### src/rtl/pe_pkg.sv
// Shared processing-element definitions: row-position tags carried with IFMap words and feeder FSM states.
package pe_pkg;

  localparam logic [1:0] TAG_MID    = 2'b00;
  localparam logic [1:0] TAG_END    = 2'b01;
  localparam logic [1:0] TAG_START  = 2'b10;
  localparam logic [1:0] TAG_SINGLE = 2'b11;

  typedef enum logic [1:0] {
    ST_IDLE  = 2'd0,
    ST_FEED  = 2'd1,
    ST_DRAIN = 2'd2
  } feed_state_t;

  // A one-word row is both first and last, so it gets its own tag.
  function automatic logic [1:0] row_tag(input logic is_first, input logic is_last);
    logic [1:0] tag;
    case ({is_first, is_last})
      2'b11:   tag = TAG_SINGLE;
      2'b10:   tag = TAG_START;
      2'b01:   tag = TAG_END;
      default: tag = TAG_MID;
    endcase
    return tag;
  endfunction

endpackage

### src/rtl/ifmap_out_stage.sv
// One-entry valid/ready holding register in front of the IFMap circular buffer.
// Loads on i_load_vld, writes when held and i_buf_rdy; load and write in one cycle keeps it full.
module ifmap_out_stage #(
  parameter int WIDTH = 22
) (
  input  logic             i_clk,
  input  logic             i_rst_n,
  input  logic             i_load_vld,
  input  logic [WIDTH-1:0] i_load_dat,
  input  logic             i_buf_rdy,
  output logic             o_in_rdy,
  output logic             o_out_vld,
  output logic             o_wen,
  output logic [WIDTH-1:0] o_out_dat
);

  logic             r_vld;
  logic [WIDTH-1:0] r_dat;
  logic             w_wen;

  assign w_wen     = r_vld & i_buf_rdy;
  assign o_wen     = w_wen;
  assign o_in_rdy  = ~r_vld | i_buf_rdy;
  assign o_out_vld = r_vld;
  assign o_out_dat = r_dat;

  // Data is only replaced on load, so the output stays stable (never X) while empty.
  always_ff @(posedge i_clk) begin
    if (!i_rst_n) begin
      r_vld <= 1'b0;
      r_dat <= '0;
    end else if (i_load_vld) begin
      r_vld <= 1'b1;
      r_dat <= i_load_dat;
    end else if (w_wen) begin
      r_vld <= 1'b0;
    end
  end

endmodule

### src/rtl/ifmap_row_feeder.sv
// Tags raw IFMap words with their row position and writes {tag,data} into the IFMap circular buffer.
// One-cycle latency through a one-entry stage; buf_ready low stalls din_ready without dropping words.
module ifmap_row_feeder
  import pe_pkg::*;
#(
  parameter int DATA_WIDTH    = 20,
  parameter int ROW_LEN_WIDTH = 5,
  parameter int ROWS_WIDTH    = 5
) (
  input  logic                    clk,
  input  logic                    rst,
  input  logic                    start,
  input  logic [ROW_LEN_WIDTH-1:0] row_len,
  input  logic [ROWS_WIDTH-1:0]   num_rows,
  input  logic [DATA_WIDTH-1:0]   din,
  input  logic                    din_valid,
  output logic                    din_ready,
  input  logic                    buf_ready,
  output logic                    buf_wen,
  output logic [DATA_WIDTH+1:0]   buf_din,
  output logic                    busy,
  output logic                    done
);

  localparam logic [ROW_LEN_WIDTH-1:0] RL_ONE = ROW_LEN_WIDTH'(1);
  localparam logic [ROWS_WIDTH-1:0]    RW_ONE = ROWS_WIDTH'(1);

  feed_state_t r_state;
  feed_state_t w_state_nxt;

  logic [ROW_LEN_WIDTH-1:0] r_row_len;
  logic [ROW_LEN_WIDTH-1:0] r_col_cnt;
  logic [ROWS_WIDTH-1:0]    r_num_rows;
  logic [ROWS_WIDTH-1:0]    r_row_cnt;
  logic                     r_empty_done;

  logic                     w_start_ok;
  logic                     w_start_empty;
  logic                     w_stage_rdy;
  logic                     w_out_vld;
  logic                     w_wen;
  logic                     w_accept;
  logic                     w_last_col;
  logic                     w_last_row;
  logic                     w_job_end;
  logic [1:0]               w_tag;
  logic                     w_din_ready;
  logic                     w_busy;
  logic                     w_done;

  assign w_start_ok    = start & (row_len != '0) & (num_rows != '0);
  assign w_start_empty = start & ((row_len == '0) | (num_rows == '0));

  assign w_accept   = din_valid & w_din_ready;
  assign w_last_col = (r_col_cnt == r_row_len - RL_ONE);
  assign w_last_row = (r_row_cnt == r_num_rows - RW_ONE);
  assign w_job_end  = w_accept & w_last_col & w_last_row;
  assign w_tag      = row_tag(r_col_cnt == '0, w_last_col);

  always_ff @(posedge clk) begin
    if (!rst) begin
      r_state <= ST_IDLE;
    end else begin
      r_state <= w_state_nxt;
    end
  end

  always_comb begin
    w_state_nxt = r_state;
    w_din_ready = 1'b0;
    w_busy      = 1'b0;
    w_done      = r_empty_done;
    case (r_state)
      ST_IDLE: begin
        if (w_start_ok) begin
          w_state_nxt = ST_FEED;
        end
      end
      ST_FEED: begin
        w_busy      = 1'b1;
        w_din_ready = w_stage_rdy;
        if (w_job_end) begin
          w_state_nxt = ST_DRAIN;
        end
      end
      ST_DRAIN: begin
        w_busy = 1'b1;
        // Job completes on the cycle the last held word lands in the buffer.
        if (w_wen) begin
          w_state_nxt = ST_IDLE;
          w_done      = 1'b1;
        end
      end
      default: begin
        w_state_nxt = ST_IDLE;
      end
    endcase
  end

  always_ff @(posedge clk) begin
    if (!rst) begin
      r_row_len    <= '0;
      r_num_rows   <= '0;
      r_col_cnt    <= '0;
      r_row_cnt    <= '0;
      r_empty_done <= 1'b0;
    end else begin
      r_empty_done <= (r_state == ST_IDLE) & w_start_empty;
      if ((r_state == ST_IDLE) && w_start_ok) begin
        r_row_len  <= row_len;
        r_num_rows <= num_rows;
        r_col_cnt  <= '0;
        r_row_cnt  <= '0;
      end else if (w_accept) begin
        if (w_last_col) begin
          r_col_cnt <= '0;
          // Wrap to zero at job end so the row counter never runs past num_rows.
          r_row_cnt <= w_last_row ? '0 : r_row_cnt + RW_ONE;
        end else begin
          r_col_cnt <= r_col_cnt + RL_ONE;
        end
      end
    end
  end

  ifmap_out_stage #(
    .WIDTH(DATA_WIDTH + 2)
  ) u_out_stage (
    .i_clk     (clk),
    .i_rst_n   (rst),
    .i_load_vld(w_accept),
    .i_load_dat({w_tag, din}),
    .i_buf_rdy (buf_ready),
    .o_in_rdy  (w_stage_rdy),
    .o_out_vld (w_out_vld),
    .o_wen     (w_wen),
    .o_out_dat (buf_din)
  );

  assign buf_wen   = w_wen;
  assign din_ready = w_din_ready;
  assign busy      = w_busy;
  assign done      = w_done;

  // The stage is always loaded while draining, so DRAIN can only exit through a write.
  always_ff @(posedge clk) begin
    if (rst && (r_state == ST_DRAIN)) begin
      assert (w_out_vld);
    end
  end

endmodule

### config.mk
export PLATFORM = sky130hd
export DESIGN_NAME = ifmap_row_feeder
export DESIGN_NICKNAME = d
export VERILOG_FILES = /design/src/rtl/pe_pkg.sv /design/src/rtl/ifmap_out_stage.sv /design/src/rtl/ifmap_row_feeder.sv
export SDC_FILE = /design/constraint.sdc
export NUM_CORES = 1
export LEC_CHECK = 0
export BUFFER_PORTS_ARGS = -buffer_cell sky130_fd_sc_hd__clkbuf_2
export CAP_MARGIN = 5
export CORE_MARGIN = 2
export CORE_UTILIZATION = 25
export CTS_CLUSTER_SIZE = 28
export DETAILED_ROUTE_END_ITERATION = 7
export HOLD_SLACK_MARGIN = 0.06
export PLACE_DENSITY = 0.47
export SLEW_MARGIN = 25
export SYNTH_ARGS = -nofsm -noshare
export SYNTH_HDL_FRONTEND = slang
export SYNTH_HIERARCHICAL = 1
export SYNTH_SLANG_ARGS = --single-unit
### constraint.sdc
create_clock -name clk -period 5 [get_ports clk]
set_input_delay 0.5 -clock clk [delete_from_list [all_inputs] [get_ports clk]]
set_output_delay 0.5 -clock clk [all_outputs]
set_load 0.01 [all_outputs]
After elaboration in Yosys (flattened, before gate mapping):

Cells that the tools add are included.

* bitwise logic cells: 12
* shift-type cells: 0
* magnitude comparators: 0
* reduce and logical (&&, ||, !) cells: 12
* divide/modulo/power cells: 0
* muxes and demuxes: 13
* equal/unequal tests: 10
* add/sub/neg operators: 4
* multipliers: 0

Operator list (number)
* zero test 5 bit: 3
* case mux 2 bit (3 select lines): 2
* adder 5 x 1 -> 5 bit (second input constant): 2
* == test 5 bit: 2
* two-way mux 5 bit: 2
* nonzero test 5 bit: 2
* subtractor 5 x 1 -> 5 bit (second input constant): 2
* bitwise AND 1 bit: 8
* == test 2 bit (second input constant): 3
* two-way mux 1 bit: 6
* two-way mux 2 bit: 3
* inequality test 2 bit (second input constant): 3
* == test 2 x 1 -> 1 bit (second input constant): 2
* OR reduction 2 bit: 2
* AND reduction 3 bit: 1
* zero test 2 bit: 1
* inverter 1 bit: 2
* OR 1 bit: 2
* AND reduction 2 bit: 1
* nonzero test 2 bit: 1
* logical AND 1 bit: 1

* latch bits: 0
* memory bits (read-only): 0
* word-level logic and storage cells: 59
* memory bits (writable): 0
* memories kept: 0
* bits of input ports: 35
* output and inout bits: 26
* register bits: 46

Logic depth before layout (Yosys ltp):

* depth after elaboration: 8
* gate-level depth with buffers: 9
* depth with buffers taken out: 8

Hierarchy:

The synthesis kept the hierarchy.

By module, submodules not included
* ifmap_row_feeder: seq. area each 460.4 sq um, area each 1411.4 sq um, cells each 159, instances 1
* ifmap_out_stage: seq. area each 460.4 sq um, area each 900.9 sq um, cells each 76, instances 1

Least setup slack after synthesis:

Ideal clock, no wire load.

* kind: in2reg
* from: input num_rows[0]
* to: register r_state[0]
* cell stages on the path: 5
* arrival time: 1.816 ns
* path buffers: 0
* setup slack: 3.062 ns
* data required time: 4.878 ns
* library setup time: 0.122 ns
* cell sequence: or4_1 > o22ai_1 > a221oi_1 > mux2i_1 > a311o_1

* cells in the longest elaborated chain, start to end: 4

Ends and longest elaborated chain
* start, declared: line ifmap_row_feeder.sv:14 `input logic [ROWS_WIDTH-1:0] num_rows,`
* nonzero test 5 bit: line ifmap_row_feeder.sv:51 `assign w_start_ok = start & (row_len != '0) & (num_rows != '0);`
* bitwise AND 1 bit: line ifmap_row_feeder.sv:51
* inequality test 2 bit (no line)
* AND reduction 3 bit (no line)
* end signal, assigned: line ifmap_row_feeder.sv:64 `r_state <= w_state_nxt;`
* end, declared: line ifmap_row_feeder.sv:28 `feed_state_t r_state;`

No other way between the ends.
A chain may end at the register's enable or synchronous reset.

Worst setup path after layout:

* from: register r_state[1]
* to: register r_row_cnt[3]

* cells in the longest elaborated chain, start to end: 4
* elaborated cells on any way between the ends: 7
* those cells by class: eq/ne: 1; mux: 1; bitwise: 1; reduce/logical: 4

Ends and longest elaborated chain
* == test 2 x 1 -> 1 bit: line ifmap_row_feeder.sv:73 `case (r_state)`
* two-way mux 1 bit: line ifmap_row_feeder.sv:73
* bitwise AND 1 bit: line ifmap_row_feeder.sv:54 `assign w_accept = din_valid & w_din_ready;`
* named net w_accept: line ifmap_row_feeder.sv:42 `logic w_accept;`
* AND reduction 2 bit (no line)
* end signal, assigned: line ifmap_row_feeder.sv:118 `r_row_cnt <= w_last_row ? '0 : r_row_cnt + RW_ONE;`
* end, declared: line ifmap_row_feeder.sv:34 `logic [ROWS_WIDTH-1:0] r_row_cnt;`

The timed path passes the listed nets, and every way through them passes these cells.

==> metrics.cfg <==
[clock_tree]
root_buffer = clkbuf_8
path_clk_slew_ns = 0.09
holdBufCountCts = 0
cts_max_level = 2
cts_made_buffers = 5
cts_tree = done
cts_resized = 0
cts_setup_buffers = 0
clock_sinks = 46
cts.path.max_buffers = 2
clock_latency_ns = 0.30

[power]
p_sw_share_pct = 31.6
leakage_nw = 1.17
p_comb_share_pct = 30.8
pwr-share-seq_pct = 42.2
power_frac_clock_pct = 27.0
pwr_density_cell_nw_per_um2 = 373
total_power_mw = 1.04
internal-power_mw = 0.712
switching_power_mw = 0.329
ir_worst_vdd_uv = 126

[global_routing]
grt_start_max_net_pins = 44
grt_first_pass_wirelength_um = 8150
grt_antenna_before_repair = 0
grt_pass1_vias = 1765
grt_usage_pct = 10.1
grt_overflow = 0

[worst_setup_path]
slowest_delay_ns = 0.41
crit_start = r_state[1]
worst-path-max-fanout = 22
worst-r2r-cell-count = 8
cp-start-kind = flip-flop
arrival_ns = 2.76
cp.required_ns = 5.23
r2r_end = r_row_cnt[3]
endpoint_kind = flip-flop
r2r_start = r_state[1]
critPathSlowestCell = buf_4
crit_end = r_row_cnt[3]
critical_path_class = flip-flop to flip-flop
path_cells = inv_1 > ha_1 > nand3_1 > clkinv_1 > buf_4 > nand4_1 > or3_1 > a21oi_1
rrSetupSlack_ns = 2.47

[logic_synthesis]
yosys_warnings = 6
synth_compound_area_share_pct = 7.52
synth.avg_cell_area_um2 = 9.84
yosysSeqAreaShare_pct = 39.8
synth-simple-area-share_pct = 20.8
syn_area_um2 = 2310
yosys.area.top_type = dfxtp_1
synth_area_leaders = dfxtp_1 40%, mux2i_1 15%, nor2b_1 8.9%
ys_ff_latch = 46
ys_types = 42
synthMuxAreaShare_pct = 14.7
netlist.area_leader.share_pct = 39.8
synthCells = 235
synthXorXnorAreaFrac_pct = 6.71
synth_top_family_by_area = simple AND/OR/NAND/NOR gates
synth_fa_ha_area_share_pct = 4.87
synth_nets = 279

[die]
dieWidth_um = 100
ios = 61
die_area_um2 = 10000
die_y_um = 100
initial_core_util_pct = 25.4
rows = 35
core_um2 = 9110

[job]
cap_violations = 0

[finish]
design_area_um2 = 2790
finalNetCount = 338
most-common-layout-cells = 60 x clkbuf_2, 46 x dfxtp_1, 34 x mux2i_1, 33 x nor2b_1, 11 x inv_1
num-fill-cells = 996
final_common_cell = clkbuf_2
drive_gt1_share_pct = 23.4
final_cells = 406
areaGrowthSynthToFinish_pct = 20.8
finish.utilization_pct = 30.7
multiInputGateArea_um2 = 1260
ff_latch_area_um2 = 921
n_antenna_cell = 0

[placement]
dpl.hpwl_um = 3560
portBuffers = 60
place_inst = 398
dpl-instance-area_um2 = 2680
place_congestion = 0.705

[routing]
via_count = 1786
drt.antenna.violating_nets = 0
first_iter_violations = 57
dr.pass1.iters = 4
wl_per_cell_um = 11.9
post-route-drc-count = 0
wl_um = 4830
via_per_inst = 4.40

[timing]
rsz0062_at_grt = false
timing.final.crit_period_ns = 2.53
max_slew_margin_pct = 43.8
hold_viol_final = 0
fin_worst_skew_ns = 0.00378
finalSetupViolations = 0
max_freq_mhz = 395
tns_ns = 0
finalCritPeriodShare_pct = 50.7
tightestPinTransition_ns = 0.839
final-max-slew-violation-count = 0

[worst_hold_path]
hp-class = input pin to flip-flop

[run_status]
status = completed

## power groups by stage
stage               registers [mW]  clock network (mW)  logic, mW
floorplan                    0.451                   0      0.247
global placement             0.448                   0      0.321
detailed placement           0.449                   0      0.325
CTS                          0.441               0.297      0.326
global route                 0.446               0.307      0.362
finish                       0.439               0.281      0.320
## through the flow
stage          hold slack [ns]  worst slack, ns
2_1_floorplan            0.464             3.06
3_3_place_gp             0.488             2.51
3_5_place_dp             0.503             2.42
4_1_cts                  0.440             2.47
5_1_grt                  0.464             2.25
6_report                 0.455             2.47
## worst max-delay path, delay by kind of cell, from the launching register on
kind	cells	cell delay, ns
compound gates	1	0.15
fa+ha+maj	1	0.25
flops	1	0.35
simple gates	3	0.83
buf+inv	3	0.87
## layer usage
| metal | up-vias | track usage (%) | share of wire, % | wire (um) |
|---|---|---|---|---|
| li1 | 928 | - | - | - |
| met1 | 817 | 12.6 | 48 | 2300 |
| met2 | 36 | 16.9 | 46 | 2230 |
| met3 | 5 | 2.65 | 4.8 | 232 |
| met4 | 0 | 3.48 | 1.3 | 61 |
| met5 | - | 0 | 0 | 0 |
## registers in the layout (all words and copies together), names as in the netlist
| name | count |
|---|---|
| u_out_stage/o_out_dat | 22 |
| r_empty_done | 1 |
| r_row_len | 5 |
| r_col_cnt | 5 |
| u_out_stage/o_out_vld | 1 |
| r_state | 2 |
| r_num_rows | 5 |
| r_row_cnt | 5 |
## worst min-delay path by stage
stage / slack [ns] / from / cells after the start / to
after global placement: 0.49 / r_row_cnt[4] / 2 / r_row_cnt[4]
after CTS: 0.44 / din[9] / 3 / u_out_stage/o_out_dat[9]
final: 0.45 / din[9] / 3 / u_out_stage/o_out_dat[9]
after floorplan: 0.46 / r_row_cnt[4] / 2 / r_row_cnt[4]
after detailed placement: 0.50 / u_out_stage/o_out_dat[5] / 2 / u_out_stage/o_out_dat[5]
after global routing: 0.46 / din[9] / 3 / u_out_stage/o_out_dat[9]
## Yosys cell counts
cell type,number
a21boi_0,2
a21boi_1,1
a21o_1,1
a21oi_1,8
a221oi_1,1
a311o_1,2
and2_1,6
and3_1,2
buf_12,2
buf_2,2
buf_4,1
buf_6,1
clkbuf_1,4
clkinv_1,1
dfxtp_1,46
ha_1,9
inv_1,11
mux2i_1,34
nand2_1,8
nand2b_1,2
nand3_1,6
nand3b_1,3
nand4_1,4
nor2_1,4
nor2b_1,33
nor3_1,3
nor3b_1,1
nor4_1,1
nor4b_1,1
nor4bb_1,1
o211a_1,1
o211ai_1,1
o21ai_0,5
o21ai_1,2
o221ai_1,1
o22ai_1,1
o31ai_1,1
or3_1,3
or4_1,3
xnor2_1,6
xor2_1,9
xor3_1,1
## logic make-up (layout without fill, tap and decap cells)
kind of cell / Yosys count / after routing
buffers and inverters: 22 / 82
adder cells (fa/ha/maj): 9 / 9
multiplexers: 34 / 34
flip-flops: 46 / 46
AO/OA/AOI/OAI: 27 / 27
AND/OR/NAND/NOR: 81 / 81
XOR/XNOR: 16 / 16
## area by class of cell
class / instances / area share [%]
tap: 111 / 4.97
sequential: 46 / 33.0
clock inverter: 2 / 1.34
inverter: 12 / 1.61
multi-input combinational: 167 / 45.2
timing repair buffer: 62 / 11.3
clock buffer: 6 / 2.60
Power figures use the tool's default switching activity.
